===== src/rtl/sdr_ctrl_pkg.sv =====
// Shared encodings for the SDR control blocks: NCO mode selection and
// sweep-controller FSM states.
package sdr_ctrl_pkg;

    localparam int FREQ_W = 32;

    typedef enum logic [1:0] {
        MODE_FIXED = 2'd0,
        MODE_SWEEP = 2'd1,
        MODE_HOP   = 2'd2
    } mode_e;

    typedef enum logic [1:0] {
        ST_IDLE = 2'd0,
        ST_RUN  = 2'd1,
        ST_FIN  = 2'd2
    } state_e;

    // The unused encoding 3 behaves as FIXED.
    function automatic mode_e decode_mode(input logic [1:0] raw);
        case (raw)
            2'd1:    return MODE_SWEEP;
            2'd2:    return MODE_HOP;
            default: return MODE_FIXED;
        endcase
    endfunction

endpackage


===== src/rtl/nco_hop_table.sv =====
// Hop-frequency RAM: synchronous write, registered read with write-through
// so a word written just before a pass is seen by the first read.
module nco_hop_table #(
    parameter int DEPTH = 8,
    parameter int AW    = $clog2(DEPTH)
) (
    input  logic          clk,
    input  logic          wr_en,
    input  logic [AW-1:0] wr_addr,
    input  logic [31:0]   wr_data,
    input  logic [AW-1:0] rd_addr,
    output logic [31:0]   rd_data
);

    logic [31:0] mem [DEPTH];

    always_ff @(posedge clk) begin
        if (wr_en) begin
            mem[wr_addr] <= wr_data;
        end
        rd_data <= (wr_en && (wr_addr == rd_addr)) ? wr_data : mem[rd_addr];
    end

endmodule


===== src/rtl/nco_sweep_controller.sv =====
// NCO frequency sequencer: holds a fixed word, sweeps by accumulation, or hops
// through a RAM table, with per-frequency dwell, looping and abort.
module nco_sweep_controller
    import sdr_ctrl_pkg::*;
#(
    parameter int TABLE_DEPTH = 8,
    parameter int CNT_W       = 16
) (
    input  logic                           clk,
    input  logic                           rst,
    input  logic [1:0]                     cfg_mode,
    input  logic [31:0]                    cfg_start_freq,
    input  logic [31:0]                    cfg_step,
    input  logic [CNT_W-1:0]               cfg_num_steps,
    input  logic [CNT_W-1:0]               cfg_dwell,
    input  logic                           cfg_loop,
    input  logic                           tbl_wr_en,
    input  logic [$clog2(TABLE_DEPTH)-1:0] tbl_wr_addr,
    input  logic [31:0]                    tbl_wr_data,
    input  logic                           start,
    input  logic                           abort,
    output logic [31:0]                    frequency_word,
    output logic                           nco_enable,
    output logic                           busy,
    output logic                           done,
    output logic                           step_strobe,
    output logic [CNT_W-1:0]               step_index
);

    localparam int AW = $clog2(TABLE_DEPTH);

    state_e           state, state_n;
    mode_e            mode_q, mode_in;
    logic [31:0]      start_q, step_q;
    logic [CNT_W-1:0] num_q, dwell_q, dwell_cnt;
    logic [CNT_W-1:0] num_in_eff, dwell_in_eff;
    logic             loop_q;
    logic             accept, hold_end, advance, last;
    logic [CNT_W-1:0] k1;
    logic             k1_last;
    logic [AW-1:0]    rd_addr;
    logic [31:0]      rd_data;

    assign mode_in      = decode_mode(cfg_mode);
    assign num_in_eff   = (cfg_num_steps == '0) ? CNT_W'(1) : cfg_num_steps;
    assign dwell_in_eff = (cfg_dwell == '0) ? CNT_W'(1) : cfg_dwell;
    assign accept       = (state == ST_IDLE) && start && !abort;
    assign hold_end     = (dwell_cnt == dwell_q);
    assign advance      = (state == ST_RUN) && (mode_q != MODE_FIXED) && hold_end;
    assign last         = (step_index == num_q - CNT_W'(1));
    assign k1           = last ? '0 : step_index + CNT_W'(1);
    assign k1_last      = (k1 == num_q - CNT_W'(1));

    // The RAM read is registered, so the address runs one frequency ahead of
    // the next apply edge (two ahead when that edge is itself an apply edge).
    // IDLE, FIN, abort and reset park it on entry 0 for the next start.
    always_comb begin
        rd_addr = '0;
        if (rst || abort) begin
            rd_addr = '0;
        end else if (accept) begin
            rd_addr = (num_in_eff == CNT_W'(1)) ? '0 : AW'(1);
        end else if (state == ST_RUN) begin
            if (hold_end) begin
                rd_addr = k1_last ? '0 : k1[AW-1:0] + AW'(1);
            end else begin
                rd_addr = k1[AW-1:0];
            end
        end
    end

    nco_hop_table #(
        .DEPTH (TABLE_DEPTH),
        .AW    (AW)
    ) u_table (
        .clk     (clk),
        .wr_en   (tbl_wr_en && !busy),
        .wr_addr (tbl_wr_addr),
        .wr_data (tbl_wr_data),
        .rd_addr (rd_addr),
        .rd_data (rd_data)
    );

    always_comb begin
        state_n = state;
        case (state)
            ST_IDLE: if (accept) state_n = ST_RUN;
            ST_RUN: begin
                if (abort) begin
                    state_n = ST_IDLE;
                end else if (advance && last && !loop_q) begin
                    state_n = ST_FIN;
                end
            end
            ST_FIN:  state_n = ST_IDLE;
            default: state_n = ST_IDLE;
        endcase
    end

    always_ff @(posedge clk) begin
        if (rst) begin
            state          <= ST_IDLE;
            mode_q         <= MODE_FIXED;
            start_q        <= '0;
            step_q         <= '0;
            num_q          <= '0;
            dwell_q        <= '0;
            loop_q         <= 1'b0;
            dwell_cnt      <= '0;
            frequency_word <= '0;
            nco_enable     <= 1'b0;
            busy           <= 1'b0;
            done           <= 1'b0;
            step_strobe    <= 1'b0;
            step_index     <= '0;
        end else begin
            state       <= state_n;
            done        <= 1'b0;
            step_strobe <= 1'b0;
            case (state)
                ST_IDLE: begin
                    if (accept) begin
                        mode_q         <= mode_in;
                        start_q        <= cfg_start_freq;
                        step_q         <= cfg_step;
                        num_q          <= num_in_eff;
                        dwell_q        <= dwell_in_eff;
                        loop_q         <= cfg_loop;
                        frequency_word <= (mode_in == MODE_HOP) ? rd_data : cfg_start_freq;
                        nco_enable     <= 1'b1;
                        busy           <= 1'b1;
                        step_strobe    <= 1'b1;
                        step_index     <= '0;
                        dwell_cnt      <= CNT_W'(1);
                    end
                end
                ST_RUN: begin
                    if (abort) begin
                        nco_enable <= 1'b0;
                        busy       <= 1'b0;
                    end else if (advance) begin
                        if (last && !loop_q) begin
                            nco_enable <= 1'b0;
                            busy       <= 1'b0;
                            done       <= 1'b1;
                        end else begin
                            step_strobe <= 1'b1;
                            dwell_cnt   <= CNT_W'(1);
                            step_index  <= k1;
                            if (mode_q == MODE_HOP) begin
                                frequency_word <= rd_data;
                            end else if (last) begin
                                frequency_word <= start_q;
                            end else begin
                                frequency_word <= frequency_word + step_q;
                            end
                        end
                    end else if (mode_q != MODE_FIXED) begin
                        dwell_cnt <= dwell_cnt + CNT_W'(1);
                    end
                end
                default: ;
            endcase
        end
    end

endmodule


===== config.mk =====
export PLATFORM = sky130hd
export DESIGN_NAME = nco_sweep_controller
export DESIGN_NICKNAME = d
export VERILOG_FILES = /design/src/rtl/sdr_ctrl_pkg.sv /design/src/rtl/nco_hop_table.sv /design/src/rtl/nco_sweep_controller.sv
export SDC_FILE = /design/constraint.sdc
export NUM_CORES = 1
export LEC_CHECK = 0
export CAP_MARGIN = 5
export CORE_MARGIN = 5
export CORE_UTILIZATION = 52
export CTS_BUF_LIST = sky130_fd_sc_hd__clkbuf_16
export CTS_CLUSTER_DIAMETER = 60
export CTS_CLUSTER_SIZE = 25
export DETAILED_ROUTE_END_ITERATION = 8
export GPL_TIMING_DRIVEN = 0
export PLACE_DENSITY = 0.76
export RECOVER_POWER = 100
export SLEW_MARGIN = 10
export SYNTH_ARGS = -nofsm -noshare
export SYNTH_HDL_FRONTEND = slang
export SYNTH_SLANG_ARGS = --single-unit
export TNS_END_PERCENT = 10

===== constraint.sdc =====
create_clock -name clk -period 4.1 [get_ports clk]
set_clock_uncertainty 0.15 [all_clocks]
set_input_delay 0.41 -clock clk [delete_from_list [all_inputs] [get_ports clk]]
set_output_delay 0.41 -clock clk [all_outputs]
set_load 0.05 [all_outputs]

==> impl_metrics.env <==
export IMPL_status="complete, but fails checks"
export IMPL_violations="capacitance limit, slew limit, setup timing"
export IMPL_root_buffer="clkbuf_16"
export IMPL_numCtsBuffers=37
export IMPL_cpMostUsedCell="or4_4"
export IMPL_whs_endpoint="state[1]$_SDFFE_PP0P_"
export IMPL_globalplace_congestion=0.969
export IMPL_worstPathArrival_ns=4.39
export IMPL_hold_violations=0
export IMPL_finalWirelength_um=65900
export IMPL_stdcell_count=2677
export IMPL_synth_seq_cells=427
export IMPL_yosys_cell_count_top_type="nand2_1"
export IMPL_clock_sinks=427
export IMPL_synth_edff_count=256
export IMPL_final_nets=2306
export IMPL_track_usage=0.294
export IMPL_netlist_instances=1872
export IMPL_yosysWarnings=0
export IMPL_slew_headroom=-0.166
export IMPL_drc=0
export IMPL_worst_setup_path_type="reg -> reg"
export IMPL_io_buffers=189
export IMPL_cp_cell_sequence="inv_4 > ha_4 > or3b_1 > buf_6 > xnor2_4 > xnor2_2 > or4_4 > or4_4 > buf_8 > o41ai_4 > o22ai_2 > nor4_4 > nor4b_1 > or3_1"
export IMPL_cap_violations=5
export IMPL_area_delta_synth_final_pct=20.7
export IMPL_numPlacedInstances=2600
export IMPL_tightest_slew_ns=1.73
export IMPL_ir_drop_v=0.000350
export IMPL_clock_fmax_mhz=244
export IMPL_dp_hpwl_um=47100
export IMPL_dr_pass1_iters=6
export IMPL_worst_endpoint_required_ns=4.39
export IMPL_die_w_um=208
export IMPL_drv_slew=35
export IMPL_grt_pass1_wl_um=99200
export IMPL_h_tree_depth=2
export IMPL_cts_buffer_depth=3
export IMPL_grt_ovfl_total=0
export IMPL_ys_top_cells_by_count="nand2_1 (279), edfxtp_1 (256), dfxtp_1 (171), a21oi_1 (166), nor2_1 (125)"
export IMPL_cp_slowest_stage_delay_ns=0.56
export IMPL_ys_flop_type="edfxtp_1"
export IMPL_r2r_cells=14
export IMPL_ys_seq_area_frac=0.543
export IMPL_power_uw=9950
export IMPL_ant_nets=0
export IMPL_netlist_area_mm2=0.0205
export IMPL_synth_async_reset_ratio=0
export IMPL_ys_types=79
export IMPL_dieArea_mm2=0.0434
export IMPL_whs_ns=0.169
export IMPL_r2r_start="num_q[0]$_SDFFE_PP0P_"
export IMPL_synth_top_area_frac=0.376
export IMPL_crit_path_end_kind="flop"
export IMPL_hp_start="abort"
export IMPL_grt_pass1_vias=16446
export IMPL_cp_max_fo=9
export IMPL_core_mm2=0.0388
export IMPL_layout_setup_ws_ns=-0.00265
export IMPL_clkLatencyLatePin_ns=0.58
export IMPL_rsz0062_at_grt="yes"
export IMPL_antenna_found_initial=2
export IMPL_syn_area_per_cell_um2=10.9
export IMPL_yosys_area_top_type="edfxtp_1"
export IMPL_min_path_type="in -> reg"
export IMPL_finalCritPeriodShare=1.00
export IMPL_die_y_um=208
export IMPL_boundaryPins=191
export IMPL_r2r_setup_slack_ns=-0.003
export IMPL_cts_tree="yes"
export IMPL_grt_max_degree=26
export IMPL_netlist_top_cells_area="edfxtp_1 (38%), dfxtp_1 (17%), mux4_2 (7.0%), nand2_1 (5.1%), a21oi_1 (4.1%)"
export IMPL_setup_viol_count_final=1
export IMPL_syn_nets=2047
export IMPL_crit_slowest_cell="or4_4"
export IMPL_holdPathStages=2
export IMPL_row_count=72
export IMPL_layout_drive_gt1_share=0.101
export IMPL_routedWlPerCell_um=24.6
export IMPL_vias_per_cell=6.27
export IMPL_dr_total_vias=16795
export IMPL_clk_pin_slew_ns=0.07
export IMPL_start_kind="flop"
export IMPL_min_period_ns=4.10
export IMPL_drtIter0Drc=1770
export IMPL_n_antenna_cell=0
export IMPL_p_leak_uw=0.00857
export IMPL_initial_core_util=0.527
export IMPL_p_per_area_mw_per_mm2=403
## worst max path at each step
stage                                    start                      endpoint  slack, ns  cells after the start
floorplan           step_index[0]$_SDFFE_PP0P_                          flop       0.20                     12
detailed placement       num_q[0]$_SDFFE_PP0P_                          flop      -1.02                     16
global placement                     tbl_wr_en  u_table.mem[0][22]$_DFFE_PP_      -2.11                      3
CTS                      num_q[0]$_SDFFE_PP0P_                          flop      0.005                     14
finish                   num_q[0]$_SDFFE_PP0P_                          flop     -0.003                     14
global route             num_q[0]$_SDFFE_PP0P_                          flop      -0.04                     14
## cells by family after synthesis
group,count (synthesis),share of synthesized area
DFF,427,0.543
buffers and inverters,150,0.0292
AOI/OAI and AO/OA,407,0.125
xor gates and xnor gates,90,0.0394
adders and majority gates,36,0.0224
and+or+nand+nor,659,0.152
muxes,103,0.0895
## sequential cells by signal, indices dropped and copies added (netlist names), named ones only
name and flops:
mode_q 2, done 1, state 2, loop_q 1, step_index 16, dwell_cnt 16
u_table.mem 256, num_q 16, dwell_q 16, step_q 32, frequency_word 32, step_strobe 1
busy 1, start_q 32
## worst max-delay path: cells and delay by family, from the launching register on
family	cells	cell delay, ns
AO/OA/AOI/OAI	2	0.36
XOR/XNOR	2	0.30
adder cells (fa/ha/maj)	1	0.16
buffers and inverters	3	0.41
flip-flops	1	0.37
AND/OR/NAND/NOR	6	2.23
## stage by stage
stage	setup slack (ns)	TNS (ns)	util	area, um2
final	-0.00265	-0.00265	0.636	24700
after global routing	-0.0358	-0.0699	0.636	24700
after floorplan	0.201	0	-	20500
after CTS	0.00465	0	0.639	24800
after global placement	-2.11	-346.92	0.593	23000
after detailed placement	-1.02	-51.85	0.600	23300
## cell usage in the layout, fill, tap and decap left out, drive strengths merged, types with 10 or more instances in the layout
master         netlist  final
a211oi              24     24
o31ai               14     14
a22oi               13     13
clkinv               0     10
xor2                47     47
mux4                64     64
ha                  35     35
o22ai               17     17
a21o                18     18
dfxtp              171    171
clkbuf              94    148
edfxtp             256    256
nand3               37     37
and3                13     13
nand2              279    279
nor2               126    126
clkdlybuf4s50        0    103
xnor2               43     43
nor2b               14     14
inv                 28     43
nor3                61     61
a21oi              167    167
a221oi              13     13
a31oi               12     12
dlygate4sd3          0     86
o21ai               63     63
mux2i               39     39
buf                 28     44
or3                 19     19
nand2b              12     12
nand4               23     23
o211ai              13     13
nor4                27     27
## report_power, final
part	internal (uW)	switching [uW]
Clock	1960	1800
Sequential	4670	94.8
Combinational	540	883
## layout make-up
type	instances	area, um2
plain buffers	118	536
multi-input cells	1295	8920
clock buffers	39	976
repair buffers	224	2080
fillers	3036	14100
flip-flops and latches	427	11100
inverters	28	108
well taps	518	648
clock inverters	28	325
## timing repair
item | CTS | global route
pin swaps | 5 | 9
gates resized for setup | 37 | 41
setup endpoints to repair | 71 | 67
hold buffers | 0 | 0
setup buffers | 11 | 3
## routing by layer
layer / part of all wire / wire length, um / vias to the layer above / global-route usage
met5: 0.00032 / 21 / - / 0
met3: 0.099 / 6500 / 230 / 0.0649
met1: 0.39 / 25800 / 8123 / 0.395
met2: 0.46 / 30400 / 932 / 0.470
met4: 0.047 / 3090 / 4 / 0.113
li1: - / - / 7506 / -
Power figures use the tool's default switching activity.
